`config.mk`:
```
export PLATFORM = sky130hd
export DESIGN_NAME = pe_packet_receiver_flat
export DESIGN_NICKNAME = d
export VERILOG_FILES = /design/src/rtl/cnn_noc_pkg.sv /design/src/rtl/pe_packet_receiver_if.sv /design/src/rtl/pe_pkt_field_decoder.sv /design/src/rtl/pe_packet_receiver.sv /design/src/flat_wrapper.sv
export SDC_FILE = /design/constraint.sdc
export NUM_CORES = 1
export LEC_CHECK = 0
export ABC_AREA = 1
export CAP_MARGIN = 10
export CORE_MARGIN = 1.5
export CORE_UTILIZATION = 35
export DETAILED_ROUTE_END_ITERATION = 10
export DONT_BUFFER_PORTS = 1
export PLACE_DENSITY = 0.55
export SLEW_MARGIN = 30
export SYNTH_ARGS = -nofsm -noshare
export SYNTH_HDL_FRONTEND = slang
export SYNTH_HIERARCHICAL = 1
export SYNTH_SLANG_ARGS = --single-unit
```
`constraint.sdc`:
```
create_clock -name clk -period 4.55 [get_ports clk]
set_input_delay 0.455 -clock clk [delete_from_list [all_inputs] [get_ports clk]]
set_output_delay 0.455 -clock clk [all_outputs]
set_load 0.005 [all_outputs]
```
`src/rtl/cnn_noc_pkg.sv`:
```
// cnn_noc_pkg: NoC packet field offsets, receiver state and size codes
package cnn_noc_pkg;
  localparam int DIR_LSB = 0;
  localparam int XHOP_LSB = 2;
  localparam int YHOP_LSB = 5;
  localparam int TS_BIT = 8;
  localparam int TYPE_BIT = 9;
  localparam int FROW_LSB = 10;
  localparam int DATA_LSB = 13;
  localparam int SIZE_LSB = 13;
  localparam int CONV_LSB = 15;
  localparam int IFMAP_W = 25;
  localparam int ACK_TYPE_BIT = 0;
  localparam int ACK_NODE_LSB = 1;
  typedef enum logic [1:0] {LOAD, START, BUSY, ACK} rx_state_t;
  typedef enum logic [1:0] {SZ3, SZ4, SZ5, SZ_BAD} size_code_t;
  function automatic logic [4:0] size_mask(size_code_t s);
    return s == SZ3 ? 5'b00111 : s == SZ4 ? 5'b01111 : s == SZ5 ? 5'b11111 : 5'b00000;
  endfunction
endpackage

```
`src/rtl/pe_packet_receiver_if.sv`:
```
// pe_packet_receiver_if: router-side packet input and ack output handshakes
interface pe_packet_receiver_if #(parameter int FILTER_WIDTH = 8);
  logic in_valid;
  logic in_ready;
  logic [5*FILTER_WIDTH+12:0] in_pkt;
  logic ack_valid;
  logic ack_ready;
  logic [5*FILTER_WIDTH+4:0] ack_pkt;
  modport master (output in_valid, in_pkt, ack_ready, input in_ready, ack_valid, ack_pkt);
  modport slave (input in_valid, in_pkt, ack_ready, output in_ready, ack_valid, ack_pkt);
endinterface

```
`src/rtl/pe_pkt_field_decoder.sv`:
```
// pe_pkt_field_decoder: splits a NoC packet into typed fields and flags zero remaining hops
module pe_pkt_field_decoder
  import cnn_noc_pkg::*;
#(
  parameter int FILTER_WIDTH = 8
) (
  input  logic [5*FILTER_WIDTH+12:0] pkt,
  output logic [5*FILTER_WIDTH-1:0] data,
  output logic [2:0] frow,
  output logic is_filter,
  output logic ts,
  output logic hop_ok,
  output logic [IFMAP_W-1:0] ifmap,
  output logic [5*FILTER_WIDTH-28:0] conv_loc,
  output size_code_t size
);
  localparam int IN_W = 5*FILTER_WIDTH + 13;
  logic [1:0] unused_dir;
  assign unused_dir = pkt[DIR_LSB +: 2];
  assign data = pkt[IN_W-1:DATA_LSB];
  assign frow = pkt[FROW_LSB +: 3];
  assign is_filter = pkt[TYPE_BIT];
  assign ts = pkt[TS_BIT];
  assign hop_ok = pkt[XHOP_LSB +: 3] == 3'd0 && pkt[YHOP_LSB +: 3] == 3'd0;
  assign ifmap = pkt[IN_W-1 -: IFMAP_W];
  assign conv_loc = pkt[IN_W-26:CONV_LSB];
  assign size = size_code_t'(pkt[SIZE_LSB +: 2]);
endmodule

```
`src/rtl/pe_packet_receiver.sv`:
```
// pe_packet_receiver: PE NoC endpoint collecting filter rows, launching conv jobs and returning acks.
// Define PE_RX_STATS_EN to add saturating stat_filt/stat_ifmap/stat_drop counters.
module pe_packet_receiver
  import cnn_noc_pkg::*;
#(
  parameter int FILTER_WIDTH = 8,
  parameter int PE_NODE = 0
) (
  input  logic clk,
  input  logic rst,
  pe_packet_receiver_if.slave bus,
  output logic [25*FILTER_WIDTH-1:0] pe_filter,
  output logic [IFMAP_W-1:0] pe_ifmap,
  output logic [5*FILTER_WIDTH-28:0] pe_conv_loc,
  output logic [1:0] pe_size,
  output logic pe_timestep,
  output logic pe_start,
  input  logic pe_done,
  output logic err_hop,
  output logic err_filter
`ifdef PE_RX_STATS_EN
  ,
  output logic [15:0] stat_filt,
  output logic [15:0] stat_ifmap,
  output logic [15:0] stat_drop
`endif
);
  localparam int RW = 5*FILTER_WIDTH;
  localparam int ACK_W = RW + 5;
  localparam logic [ACK_W-1:0] ACK_PKT = (ACK_W'(PE_NODE % 16) << ACK_NODE_LSB) & ~(ACK_W'(1) << ACK_TYPE_BIT);
  rx_state_t state, state_nx;
  logic live, stale, acc, row_ok, job_ok, filt_pkt, filt_wr, job_go;
  logic [4:0] mask, need;
  logic [RW-1:0] data;
  logic [2:0] frow;
  logic is_filter, ts, hop_ok;
  logic [IFMAP_W-1:0] ifmap;
  logic [RW-28:0] conv_loc;
  size_code_t size;
  pe_pkt_field_decoder #(.FILTER_WIDTH(FILTER_WIDTH)) u_dec (
    .pkt(bus.in_pkt), .data, .frow, .is_filter, .ts, .hop_ok, .ifmap, .conv_loc, .size
  );
  // live holds in_ready low for the first cycle after reset release
  assign bus.in_ready = live && state == LOAD;
  assign bus.ack_valid = state == ACK;
  assign bus.ack_pkt = bus.ack_valid ? ACK_PKT : '0;
  assign pe_start = state == START;
  always_comb begin
    acc = bus.in_valid && bus.in_ready;
    need = size_mask(size);
    row_ok = frow < 3'd5;
    job_ok = size != SZ_BAD && (mask & need) == need;
    filt_pkt = acc && hop_ok && is_filter;
    filt_wr = filt_pkt && row_ok;
    job_go = acc && hop_ok && !is_filter && job_ok;
    state_nx = state == LOAD ? (job_go ? START : LOAD) :
               state == START ? BUSY :
               state == BUSY ? (pe_done ? ACK : BUSY) :
               (bus.ack_ready ? LOAD : ACK);
  end
  always_ff @(posedge clk) begin
    if (rst) state <= LOAD;
    else state <= state_nx;
  end
  // a stale filter stays usable until the first new filter row replaces the whole set
  always_ff @(posedge clk) begin
    if (rst) begin
      live <= 1'b0;
      stale <= 1'b0;
      mask <= '0;
      pe_filter <= '0;
      pe_ifmap <= '0;
      pe_conv_loc <= '0;
      pe_size <= '0;
      pe_timestep <= 1'b0;
      err_hop <= 1'b0;
      err_filter <= 1'b0;
    end else begin
      live <= 1'b1;
      err_hop <= acc && !hop_ok;
      err_filter <= acc && hop_ok && !filt_wr && !job_go;
      if (pe_start) stale <= 1'b1;
      if (filt_pkt) begin
        stale <= 1'b0;
        mask <= (stale ? 5'd0 : mask) | (row_ok ? 5'd1 << frow : 5'd0);
      end
      if (filt_wr) pe_filter[int'(frow)*RW +: RW] <= data;
      if (job_go) begin
        pe_ifmap <= ifmap;
        pe_conv_loc <= conv_loc;
        pe_size <= size;
        pe_timestep <= ts;
      end
    end
  end
`ifdef PE_RX_STATS_EN
  always_ff @(posedge clk) begin
    if (rst) begin
      stat_filt <= '0;
      stat_ifmap <= '0;
      stat_drop <= '0;
    end else begin
      if (filt_wr && ~&stat_filt) stat_filt <= stat_filt + 16'd1;
      if (job_go && ~&stat_ifmap) stat_ifmap <= stat_ifmap + 16'd1;
      if (acc && !filt_wr && !job_go && ~&stat_drop) stat_drop <= stat_drop + 16'd1;
    end
  end
`endif
endmodule

```
`src/flat_wrapper.sv`:
```
// flat-port wrapper written by rule: the top's interface ports become plain ports
module pe_packet_receiver_flat import cnn_noc_pkg::*;
#(
  parameter int FILTER_WIDTH = 8,
  parameter int PE_NODE = 0
)
  (clk, rst, pe_filter, pe_ifmap, pe_conv_loc, pe_size, pe_timestep, pe_start, pe_done, err_hop, err_filter, bus_in_valid, bus_in_pkt, bus_ack_ready, bus_in_ready, bus_ack_valid, bus_ack_pkt);
  pe_packet_receiver_if #(.FILTER_WIDTH(FILTER_WIDTH)) bus_i ();
  input  logic clk;
  input  logic rst;
  output logic [25*FILTER_WIDTH-1:0] pe_filter;
  output logic [IFMAP_W-1:0] pe_ifmap;
  output logic [5*FILTER_WIDTH-28:0] pe_conv_loc;
  output logic [1:0] pe_size;
  output logic pe_timestep;
  output logic pe_start;
  input  logic pe_done;
  output logic err_hop;
  output logic err_filter;
  input wire logic [$bits(bus_i.in_valid)-1:0] bus_in_valid;
  input wire logic [$bits(bus_i.in_pkt)-1:0] bus_in_pkt;
  input wire logic [$bits(bus_i.ack_ready)-1:0] bus_ack_ready;
  output wire logic [$bits(bus_i.in_ready)-1:0] bus_in_ready;
  output wire logic [$bits(bus_i.ack_valid)-1:0] bus_ack_valid;
  output wire logic [$bits(bus_i.ack_pkt)-1:0] bus_ack_pkt;
  assign bus_i.in_valid = bus_in_valid;
  assign bus_i.in_pkt = bus_in_pkt;
  assign bus_i.ack_ready = bus_ack_ready;
  assign bus_in_ready = bus_i.in_ready;
  assign bus_ack_valid = bus_i.ack_valid;
  assign bus_ack_pkt = bus_i.ack_pkt;
  pe_packet_receiver #(.FILTER_WIDTH(FILTER_WIDTH), .PE_NODE(PE_NODE)) u_core (.clk(clk), .rst(rst), .bus(bus_i), .pe_filter(pe_filter), .pe_ifmap(pe_ifmap), .pe_conv_loc(pe_conv_loc), .pe_size(pe_size), .pe_timestep(pe_timestep), .pe_start(pe_start), .pe_done(pe_done), .err_hop(err_hop), .err_filter(err_filter));
endmodule
```
Word-level counts from Yosys, hierarchy flattened

Index checks and enable logic that the tools add are counted.

Logic and storage cells: 60
Bits of input ports: 58
Output and inout port bits: 291
Register bits: 252

Multiply operators: 1
Equal/unequal tests: 7
Shifts and indexed selects: 3
Add/sub/neg operators: 1
Reduce and logical (&&, ||, !) cells: 21
Order comparisons: 1
Multiplexer cells: 13
Bitwise gates (word level): 2

Operators by type and width:

| operator                                                 | count |
|---|---|
| bitwise mux 200 bit                                      | 1 |
| variable shift 40 x 33 -> 200 bit (first input constant) | 1 |
| variable part select 40 x 33 -> 200 bit                  | 1 |
| negator 32 -> 33 bit                                     | 1 |
| two-way mux 5 bit                                        | 5 |
| logical AND 1 bit                                        | 12 |
| two-way mux 2 bit                                        | 4 |
| == test 2 bit (second input constant)                    | 3 |
| logical NOT 3 bit                                        | 2 |
| multiplier 3 x 3 -> 6 bit (second input constant)        | 1 |
| AND 5 bit                                                | 1 |
| == test 5 bit                                            | 1 |
| OR 5 bit                                                 | 1 |
| << shifter 1 x 3 -> 5 bit (first input constant)         | 1 |
| == test 2 x 1 -> 1 bit (second input constant)           | 2 |
| logical NOT 1 bit                                        | 4 |
| logical NOT 2 bit                                        | 2 |
| less-than comparator 3 bit (second input constant)       | 1 |
| two-way mux 1 bit                                        | 3 |
| inequality test 2 bit (second input constant)            | 1 |
| OR reduction 2 bit                                       | 1 |

Logic depth before layout (Yosys ltp)

Depth in word-level cells: 10
Mapped depth: 18
Depth with buffers taken out: 16

Modules after synthesis

The synthesis kept the hierarchy.

By module, submodules not included:

| module               | seq. area each (um^2) | cells each | times used | area an instance (um^2) |
|---|---|---|---|---|
| pe_packet_receiver   | 5044.8                | 2236       | 1          | 13992.2 |
| pe_pkt_field_decoder | 0.0                   | 90         | 1          | 659.4 |

Worst setup path before layout

No wires, ideal clock.

Kind: input port to flip-flop
Start point: in bus_in_pkt[10]
End point: reg u_core.pe_filter[12]
Required time: 4437 ps
Arrival time: 2776 ps
Cell stages on the path: 14
Path buffers: 3
Setup slack: 1661 ps
Setup time: 113 ps
Cell sequence: buf_4 ha_1 ha_1 inv_1 ha_1 nor3_1 ha_1 clkbuf_1 inv_1 a21oi_4 nand3_4 buf_6 nor2_1 nor2_1

Cells in the longest elaborated chain, start to end: 4
Elaborated cells between the ends (all ways): 7
Classes of those cells: add/sub (1); mul (1); order compare (1); shift (2); mux (1); reduce/logical (1)

RTL lines:

| element                                                                                      | RTL line                 | source |
|---|---|---|
| start, declared                                                                              | flat_wrapper.sv:21       | `input wire logic [$bits(bus_i.in_pkt)-1:0] bus_in_pkt;` |
| multiplier 3 x 3 -> 6 bit                                                                    | pe_packet_receiver.sv:87 | `if (filt_wr) pe_filter[int'(frow)*RW +: RW] <= data;` |
| negator 32 -> 33 bit                                                                         | pe_packet_receiver.sv:87 |  |
| variable part select 40 x 33 -> 200 bit or variable shift 40 x 33 -> 200 bit (tied branches) | pe_packet_receiver.sv:87 |  |
| bitwise mux 200 bit                                                                          | pe_packet_receiver.sv:87 |  |
| end signal, assigned by index                                                                | pe_packet_receiver.sv:87 |  |
| end, declared                                                                                | pe_packet_receiver.sv:12 | `output logic [25*FILTER_WIDTH-1:0] pe_filter,` |

Several ways; a longest one is shown, not always the timed one.
A chain may end at the register's enable or synchronous reset.

Worst setup path after layout

Start point: in bus_in_pkt[10]
End point: reg u_core.pe_filter[21]

The elaborated chain is that of the path after synthesis.

==> results.cfg <==
[place]
dpl.hpwl_mm = 42.4
placed_area_sq_um = 14100
port_buffers = 0
post-place-cells = 2670
place.gp.congestion = 0.986
place_ws_ns = 0.935

[sta]
rsz0062_at_grt = false
hold_violations = 0
setup_ws_ns = 1.42
post-route-min-period_ns = 3.13
maxSlewHeadroom_pct = 35.7
timing.fmax_mhz = 320
post-route-period-util_pct = 68.7
clock_skew_ns = 0.0175
setup_viol = 0
setup-tns-final_ns = 0
finalMaxSlewViolations = 0
tightest_slew_ns = 0.954

[final_layout]
fin_cells = 2724
area_delta_synth_final_pct = 3.26
stdcell_area_sq_um = 15100
nNetsFinal = 2239
fillers = 4506
drive_above_1_share_pct = 6.07

[drt]
drt_iter0_markers = 1542
wl_per_cell_microns = 20.5
wl_mm = 56.0
vias = 14100
drt_pass1_iterations = 5
drc = 0
postRouteAntennaNets = 0
viasPerCell = 5.19

[power]
power.internal_mw = 3.89
power_frac_clock_pct = 43.9
p_leak_nw = 6.97
power_density_nw_per_um2 = 368
p_total_mw = 5.57
p_sw_mw = 1.67
p_comb_share_pct = 16.4
vdd_ir_drop_max_mv = 0.240
p_sw_share_pct = 30.1
p_seq_share_pct = 39.7

[setup_path]
worstPathArrival_ns = 3.62
end_kind = register
ff2ff_setup_slack_ns = 1.82
worstSetupStartpointType = primary input
worst-path-max-fanout = 50
path_class = in2reg
required_ns = 5.04

[die]
std_cell_rows = 74
core_sq_um = 41100
start_util_pct = 35.6
die_w_microns = 208
die_y_microns = 208
fp.dieArea_sq_um = 43100
boundaryPins = 349

[logic_synthesis]
yosysSeqAreaShare_pct = 34.4
syn-instance-count = 2326
synth_seq_cells = 252
yosys_warnings = 6
synthesis.area_sq_um = 14700
syn_avg_cell_area_sq_um = 6.30
ys_types = 43

[cts]
cts.sinks = 252
cts_resized = 0
clkTransAtPathRegs_ns = 0.06
cts_inserted_buffers = 28
htreeDepth = 1
clock_latency_ns = 0.56
ctsRootBufferMaster = clkbuf_16
clockBufferDepth = 3
cts_tree = yes

[grt]
grtUsageTotal_pct = 25.3
grt_antenna_before_repair = 0
grt_pass1_wl_mm = 83.5
grt_max_degree = 126
grt_use_met3_pct = 6.99
gr-usage-met2_pct = 39.9
gr-total-overflow = 0
grt_pass1_vias = 13200
use_met1_pct = 32.5
top_usage_layer = met2

[outcome]
outcome = finished, final reports clean

[job]
maxCapViolCount = 0

[min_path]
hold_path.class = in2reg
timing repair:
| action | CTS | global route |
|---|---|---|
| buffers inserted | 0 | 0 |
| endpoints found under the setup margin | 0 | 0 |
| hold endpoints to repair | 39 | 0 |
| hold buffers | 2 | 0 |
layout make-up:
type / instances / area, sq um / share of cell area (%)
clock buffer: 39 / 833 / 5.51
multi-input combinational: 1680 / 7500 / 49.6
sequential: 252 / 5040 / 33.3
inverter: 182 / 693 / 4.58
tap: 532 / 666 / 4.40
clock inverter: 12 / 165 / 1.09
timing repair buffer: 26 / 223 / 1.47
antenna: 1 / 2.50 / 0.0165
sequential cells by signal, indices dropped and copies added, names as in the netlist:
register and count:
u_core/pe_timestep 1, u_core/live 1, u_core/stale 1, u_core/pe_size 2
u_core/state 2, u_core/mask 5, u_core/pe_ifmap 25, u_core/pe_filter 200
u_core/err_hop 1, u_core/pe_conv_loc 13, u_core/err_filter 1
synth_stat cells (all sizes together):
cell,instances,share of area (%)
o21ai,197,6.9
a31oi,28,1.2
or2,1,0.043
and2,2,0.085
clkinv,2,0.085
a21oi,79,2.9
dfxtp,252,34
nor3,21,0.72
nand3,141,5.4
nand4,21,0.94
a211oi,1,0.051
xnor2,1,0.11
clkbuf,64,1.6
o31ai,4,0.34
inv,180,4.6
o22ai,24,1.0
nand3b,7,0.36
nor4,2,0.085
conb,1,0.026
nor3b,1,0.051
o211ai,1,0.051
nor2,489,13
ha,11,0.94
buf,192,9.2
nand2,600,16
a22oi,4,0.20
cells by family (layout without fill, tap and decap cells):
kind of cell / Yosys count / in the layout / synth area share [%]
AO/OA/AOI/OAI: 338 / 338 / 12.6
XOR/XNOR: 1 / 1 / 0.111
adder cells (fa/ha/maj): 11 / 11 / 0.939
buffers and inverters: 438 / 259 / 15.6
flip-flops: 252 / 252 / 34.4
other: 1 / 46 / 0.0256
AND/OR/NAND/NOR: 1285 / 1285 / 36.3
worst max-delay path, cell delays in order:
cell and delay [ns]:
ha_1 0.18, ha_1 0.19, inv_1 0.06, ha_1 0.26, nor3_1 0.21, ha_1 0.42, inv_1 0.26, nand2_1 0.09
nor2_2 0.58, nand2_1 0.20, o21ai_0 0.47, nor2_1 0.11, nor2_1 0.11
final timing paths:
| check | from | end | cells past startpoint |
|---|---|---|---|
| worst max-delay path | bus_in_pkt[10] | u_core/pe_filter[21]$_SDFFE_PP0P_ | 13 |
| worst min-delay path | bus_in_valid | u_core/err_hop$_SDFF_PP0_ | 2 |
| worst max register to register | u_core/state[1]$_SDFF_PP0_ | u_core/pe_filter[96]$_SDFFE_PP0P_ | 10 |
| worst min register to register | u_core/mask[4]$_SDFFE_PP0P_ | u_core/mask[4]$_SDFFE_PP0P_ | 2 |
power groups by stage:
stage / logic [mW] / clock network (mW) / registers, mW
4_1_cts: 0.887 / 2.50 / 2.21
2_1_floorplan: 0.688 / 0 / 2.26
3_5_place_dp: 0.876 / 0 / 2.26
5_1_grt: 0.982 / 2.59 / 2.21
6_report: 0.913 / 2.45 / 2.21
3_3_place_gp: 0.874 / 0 / 2.26
metrics by stage:
stage,hold slack (ns),util [%]
6_report,0.0306,36.8
5_1_grt,0.00977,36.8
4_1_cts,0.00825,36.8
3_5_place_dp,0.459,34.3
3_3_place_gp,0.452,34.3
2_1_floorplan,0.445,-
cells in the final DEF, fill, tap and decap left out, drive strengths merged:
cell,count
xnor2,1
or2,1
a22oi,4
a31oi,28
bufinv,4
o211ai,1
nand4,21
nand2,600
nor3,21
ha,11
clkinvlp,2
dfxtp,252
nor4,2
o21ai,197
nor3b,1
dlygate4sd3,1
clkinv,8
nand3,141
conb,45
clkbuf,39
buf,25
diode,1
a21oi,79
nor2,489
a211oi,1
inv,180
o31ai,4
nand3b,7
o22ai,24
and2,2
layer usage:
metal  vias to the layer above  part of all wire, %
met3                       114                   10
met2                       658                   44
met5                         -                    0
met1                      6504                   42
met4                         0                  3.9
li1                       6864                    -
Note: power is estimated with default switching activity, not from simulation.
